[config.mk]
export PLATFORM = sky130hd
export DESIGN_NAME = branch_resolve_btb
export DESIGN_NICKNAME = d
export VERILOG_FILES = /design/src/rtl/branch_resolve_btb.sv
export SDC_FILE = /design/constraint.sdc
export NUM_CORES = 2
export LEC_CHECK = 0
export BUFFER_PORTS_ARGS = -buffer_cell sky130_fd_sc_hd__buf_2
export CORE_ASPECT_RATIO = 0.8
export CORE_MARGIN = 2
export CORE_UTILIZATION = 60
export DETAILED_ROUTE_END_ITERATION = 8
export GPL_ROUTABILITY_DRIVEN = 0
export PLACE_DENSITY = 0.87
export SLEW_MARGIN = 20
export SYNTH_ARGS = -nofsm -noshare
export SYNTH_HDL_FRONTEND = slang
export SYNTH_SLANG_ARGS = --single-unit
[constraint.sdc]
create_clock -name clk -period 7.5 [get_ports clk]
set_clock_uncertainty 0.1 [all_clocks]
set_input_delay 1.5 -clock clk [delete_from_list [all_inputs] [get_ports clk]]
set_output_delay 1.5 -clock clk [all_outputs]
set_load 0.05 [all_outputs]
[src/rtl/branch_resolve_btb.sv]
// Branch resolution unit with a direct-mapped BTB and saturating direction counters.
// Fetch-side lookup is combinational; EX-side redirect and training are registered.
module branch_resolve_btb #(
  parameter int unsigned XLEN   = 32,
  parameter int unsigned IDX_W  = 4,
  parameter int unsigned CNT_W  = 2,
  parameter int unsigned PERF_W = 32
) (
  input  logic              clk,
  input  logic              reset,
  input  logic [XLEN-1:0]   fetch_pc,
  output logic              pred_taken,
  output logic [XLEN-1:0]   pred_pc,
  input  logic              res_valid,
  input  logic [3:0]        res_op,
  input  logic [XLEN-1:0]   res_src1,
  input  logic [XLEN-1:0]   res_src2,
  input  logic [XLEN-1:0]   res_offset,
  input  logic [XLEN-1:0]   res_inst_pc,
  input  logic [XLEN-1:0]   res_pred_pc,
  output logic              flush_valid,
  output logic [XLEN-1:0]   flush_pc,
  output logic [PERF_W-1:0] branch_cnt,
  output logic [PERF_W-1:0] mispred_cnt
);

  localparam int unsigned ENTRIES = 2 ** IDX_W;
  localparam int unsigned TAG_W   = XLEN - IDX_W - 2;

  localparam logic [CNT_W-1:0] CTR_MAX  = '1;
  localparam logic [CNT_W-1:0] CTR_MIN  = '0;
  localparam logic [CNT_W-1:0] CTR_INIT = CNT_W'(1) << (CNT_W - 1);

  localparam logic [3:0] OP_JIRL = 4'd1;
  localparam logic [3:0] OP_B    = 4'd2;
  localparam logic [3:0] OP_BL   = 4'd3;
  localparam logic [3:0] OP_BEQ  = 4'd4;
  localparam logic [3:0] OP_BNE  = 4'd5;
  localparam logic [3:0] OP_BLT  = 4'd6;
  localparam logic [3:0] OP_BGE  = 4'd7;
  localparam logic [3:0] OP_BLTU = 4'd8;
  localparam logic [3:0] OP_BGEU = 4'd9;

  logic [ENTRIES-1:0] valid_q;
  logic [TAG_W-1:0]   tag_q    [ENTRIES];
  logic [XLEN-1:0]    target_q [ENTRIES];
  logic               uncond_q [ENTRIES];
  logic [CNT_W-1:0]   ctr_q    [ENTRIES];

  logic [IDX_W-1:0] f_idx;
  logic [TAG_W-1:0] f_tag;
  logic             f_hit;

  logic [IDX_W-1:0] r_idx;
  logic [TAG_W-1:0] r_tag;
  logic             r_hit;

  logic             is_branch;
  logic             is_uncond;
  logic             taken;
  logic [XLEN-1:0]  tgt;
  logic [XLEN-1:0]  next_pc;
  logic             accepted;
  logic             mispredict;
  logic [CNT_W-1:0] ctr_next;

  assign f_idx = fetch_pc[IDX_W+1:2];
  assign f_tag = fetch_pc[XLEN-1:IDX_W+2];
  assign r_idx = res_inst_pc[IDX_W+1:2];
  assign r_tag = res_inst_pc[XLEN-1:IDX_W+2];

  // Fetch lookup sees only pre-edge BTB contents.
  always_comb begin
    f_hit      = valid_q[f_idx] && (tag_q[f_idx] == f_tag);
    pred_taken = f_hit && (uncond_q[f_idx] || ctr_q[f_idx][CNT_W-1]);
    pred_pc    = pred_taken ? target_q[f_idx] : fetch_pc + XLEN'(4);
  end

  // Branch condition, target and correct next PC for the EX-stage instruction.
  always_comb begin
    is_branch = 1'b0;
    is_uncond = 1'b0;
    taken     = 1'b0;
    unique case (res_op)
      OP_JIRL, OP_B, OP_BL: begin
        is_branch = 1'b1;
        is_uncond = 1'b1;
        taken     = 1'b1;
      end
      OP_BEQ:  begin is_branch = 1'b1; taken = (res_src1 == res_src2); end
      OP_BNE:  begin is_branch = 1'b1; taken = (res_src1 != res_src2); end
      OP_BLT:  begin is_branch = 1'b1; taken = ($signed(res_src1) <  $signed(res_src2)); end
      OP_BGE:  begin is_branch = 1'b1; taken = ($signed(res_src1) >= $signed(res_src2)); end
      OP_BLTU: begin is_branch = 1'b1; taken = (res_src1 <  res_src2); end
      OP_BGEU: begin is_branch = 1'b1; taken = (res_src1 >= res_src2); end
      default: ;
    endcase
    tgt        = ((res_op == OP_JIRL) ? res_src1 : res_inst_pc) + res_offset;
    next_pc    = taken ? tgt : res_inst_pc + XLEN'(4);
    // Anything resolving while a redirect is in flight is on the wrong path.
    accepted   = res_valid && is_branch && !flush_valid;
    mispredict = accepted && (res_pred_pc != next_pc);
    r_hit      = valid_q[r_idx] && (tag_q[r_idx] == r_tag);
    if (taken) ctr_next = (ctr_q[r_idx] == CTR_MAX) ? CTR_MAX : ctr_q[r_idx] + CNT_W'(1);
    else       ctr_next = (ctr_q[r_idx] == CTR_MIN) ? CTR_MIN : ctr_q[r_idx] - CNT_W'(1);
  end

  // Redirect, performance counters and BTB valid bits.
  always_ff @(posedge clk) begin
    if (reset) begin
      flush_valid <= 1'b0;
      flush_pc    <= '0;
      branch_cnt  <= '0;
      mispred_cnt <= '0;
      valid_q     <= '0;
    end else begin
      flush_valid <= mispredict;
      if (mispredict) flush_pc    <= next_pc;
      if (accepted)   branch_cnt  <= branch_cnt + PERF_W'(1);
      if (mispredict) mispred_cnt <= mispred_cnt + PERF_W'(1);
      if (accepted && (r_hit || taken)) valid_q[r_idx] <= 1'b1;
    end
  end

  // Entry payload: update on hit, allocate on taken miss, leave alone otherwise.
  always_ff @(posedge clk) begin
    if (!reset && accepted) begin
      if (r_hit) begin
        target_q[r_idx] <= tgt;
        uncond_q[r_idx] <= is_uncond;
        ctr_q[r_idx]    <= ctr_next;
      end else if (taken) begin
        tag_q[r_idx]    <= r_tag;
        target_q[r_idx] <= tgt;
        uncond_q[r_idx] <= is_uncond;
        ctr_q[r_idx]    <= CTR_INIT;
      end
    end
  end

endmodule

==> results by group <==
Global route
  – First-pass GRT wire length: 236,000 um
  – Largest net degree at the start of global routing: 90
  – GR Util All Layers: 37.5%
  – Vias in the first global route: ~34,000
  – Total gr overflow: 0
  – Initial antenna violation count: 25

Run status
  – Status: complete, no violations

Critical path
  – Critical path arrival: 5.59 ns
  – Required @ worst endpoint: just under 6 ns
  – Launch point of the worst reg-to-reg path: tag_q[15][5]
  – Critical path class: in2out
  – Worst Setup End Kind: primary output
  – Crit. Startpoint: fetch_pc[2]
  – CP Max Fanout: 28
  – Nature of the critical path startpoint: input pin
  – R2R depth: 10

Cells and area
  – Synth-to-layout area growth: 13.7%
  – Multi-input gate area: ~0.019 sq mm
  – Fin nets: around 3,800
  – # fillers: ~5,200
  – Finished Layout Cells: 4,723
  – Register Area: 0.0316 sq mm
  – Layout cell share with drive strength beyond 1: about a third

Hold path
  – Hold Path Class: reg2reg
  – Hold depth: 2
  – Hold_sp: flush_pc[8]

Timing
  – Max Freq: 139 MHz
  – Hold Violations, Final: 0
  – Tcrit/Tclk final: 95.9%
  – Final Setup Violations: 0
  – Tmin final: just over 7 ns
  – Max-slew violations: 0
  – RSZ-0062 raised after global routing: false
  – Worst-Margin Slew: approximately 1 ns
  – Final TNS setup: 0 ns
  – Rel. slew slack: 32.7%

Clocking
  – CTS tree: yes
  – Clock latency on the worst-skew pair: 0.69 ns
  – Post-CTS Setup Inserts: 0
  – CTS Root Cell: clkbuf_16
  – CTS max path bufs: 3
  – Clk sink count: about 1,100
  – Htree depth: 3
  – Post-CTS Hold Fix Bufs: 0
  – Clk slew on worst S/H paths: ~0.07 ns
  – Cts repair resizes: 0
  – Number of buffers created by CTS: slightly below 100

Die
  – Die X: 331 um
  – Die height: between 200 and 300 um
  – DIE AREA: around 0.088 sq mm
  – FP Rows: 96
  – I/O pins: around 330
  – Initial Utilization: 60.3%
  – Placeable Area: around 0.085 sq mm

Yosys
  – Post-synthesis async set-or-reset flop share: 0%
  – Mapped Area: slightly above 0.05 sq mm
  – Syn Nets: 3,392
  – Synth warn: 0
  – Sequential area share after synthesis: between 60% and 70%
  – Syn_area_per_cell: ~16 sq um
  – Commonest cells post-synth: edfxtp_1 (976), mux4_2 (440), nand2_1 (151)
  – Synth area leaders: edfxtp_1 (57%), mux4_2 (19%), dfxtp_1 (4.4%)
  – Main synth FF type: edfxtp_1
  – Top-count cell post-synth: edfxtp_1
  – Post-synth cell types: just under 90
  – Largest area contributor in the netlist: edfxtp_1
  – Number of synthesized flops with an enable pin: between 900 and 1,000
  – Syn Inst Count: 3,122
  – Register bit count reported by yosys: 1,089
  – Yosys top cell area share: between 50% and 60%

Placed design
  – # port buffers: around 330
  – Dpl cells: 4,525
  – Post-DP HPWL: 104,000 um

Power and ir drop
  – Pwr Density: 236 mW/mm^2
  – Total leakage power: 19.6 nW
  – Peak VDD IR: between 0.15 and 0.2 mV

Route
  – DR vias/cell: 7.31
  – Final WL: around 170,000 um
  – First-pass detailed-route iteration total: 6
  – DRC viols: 0
  – Initial DRC count: around 6,000
  – Detail Route Antenna Nets: 0
  – Drt wl/cell: between 30 and 40 um
  – Vias: around 35,000

Job
  – Max Cap Violations: 0
-- layer usage --
layer	routed length, um	track usage (%)
met5	107	0
met4	9870	18.7
met3	24200	12.0
met2	76700	58.2
met1	54700	48.2
-- registers in the layout, indices dropped and copies added, names as in the netlist, 16 cells and up --
register     count
uncond_q        16
branch_cnt      32
ctr_q           32
flush_pc        32
target_q       512
tag_q          416
valid_q         16
mispred_cnt     32
-- cell type report --
class	count	share of cell area (%)
clock buffer	123	4.63
timing repair buffer	458	5.08
sequential	1089	53.9
antenna	16	0.0684
inverter	66	0.423
tap	1127	2.41
clock inverter	58	0.936
multi-input combinational	1786	32.5
-- placed cells by master, fill, tap and decap left out, types with 26 or more instances in the layout --
master,n
and3_1,29
dfxtp_1,113
buf_4,109
inv_1,65
o21ai_0,89
nor3_1,26
xnor2_1,117
mux2_2,33
mux4_2,440
clkbuf_16,100
a21oi_1,133
edfxtp_1,976
o31ai_1,30
nand3_1,72
or4_1,38
nand2_1,150
nand4_1,65
xor2_1,79
nor2_1,116
ha_1,70
buf_2,320
-- critical path: stages --
cell and delay [ns]:
buf_8 0.29, buf_4 0.30, mux4_2 0.57, mux4_2 0.64
xnor2_1 0.33, nand4_1 0.15, or4_1 0.55, nor4_2 0.45
buf_4 0.27, nand2_1 0.09, nand2_1 0.11, buf_2 0.27
-- stage by stage --
step                      power [mW]  cell area [sq um]  setup slack (ns)  hold WS [ns]  utilization [%]
after floorplan                 8.01              51500             0.274         0.337                -
after global placement          8.66              55200             0.664         0.339             64.6
after detailed placement        8.72              55200             0.454         0.346             64.6
after CTS                       13.8              58500             0.441         0.357             68.5
after global routing            14.1              58500             0.300         0.382             68.5
final                           13.8              58500             0.306         0.357             68.5
-- kinds of logic (layout without fill, tap and decap cells) --
kind of cell	after synthesis	count (layout)	share of synthesized area [%]
muxes	485	485	20.2
xor gates and xnor gates	198	198	3.43
DFF	1089	1089	61.3
AOI/OAI and AO/OA	390	390	4.79
other	0	16	0
and+or+nand+nor	641	641	6.48
adders and majority gates	72	72	1.76
buffers and inverters	247	705	1.97
-- path summary, 6_finish.rpt --
path | slack, ns | end
setup / recovery | 0.31 | pred_pc[3]
hold / removal | 0.36 | flush_pc[8]
setup reg to reg | 2.72 | target_q[10][19]
hold reg to reg | 0.36 | flush_pc[8]
-- where the power goes --
part	internal, mW	switching [mW]
Sequential	6.82	0.0184
Combinational	0.615	1.23
Clock	2.85	2.28
(Power assumes the default switching activity.)
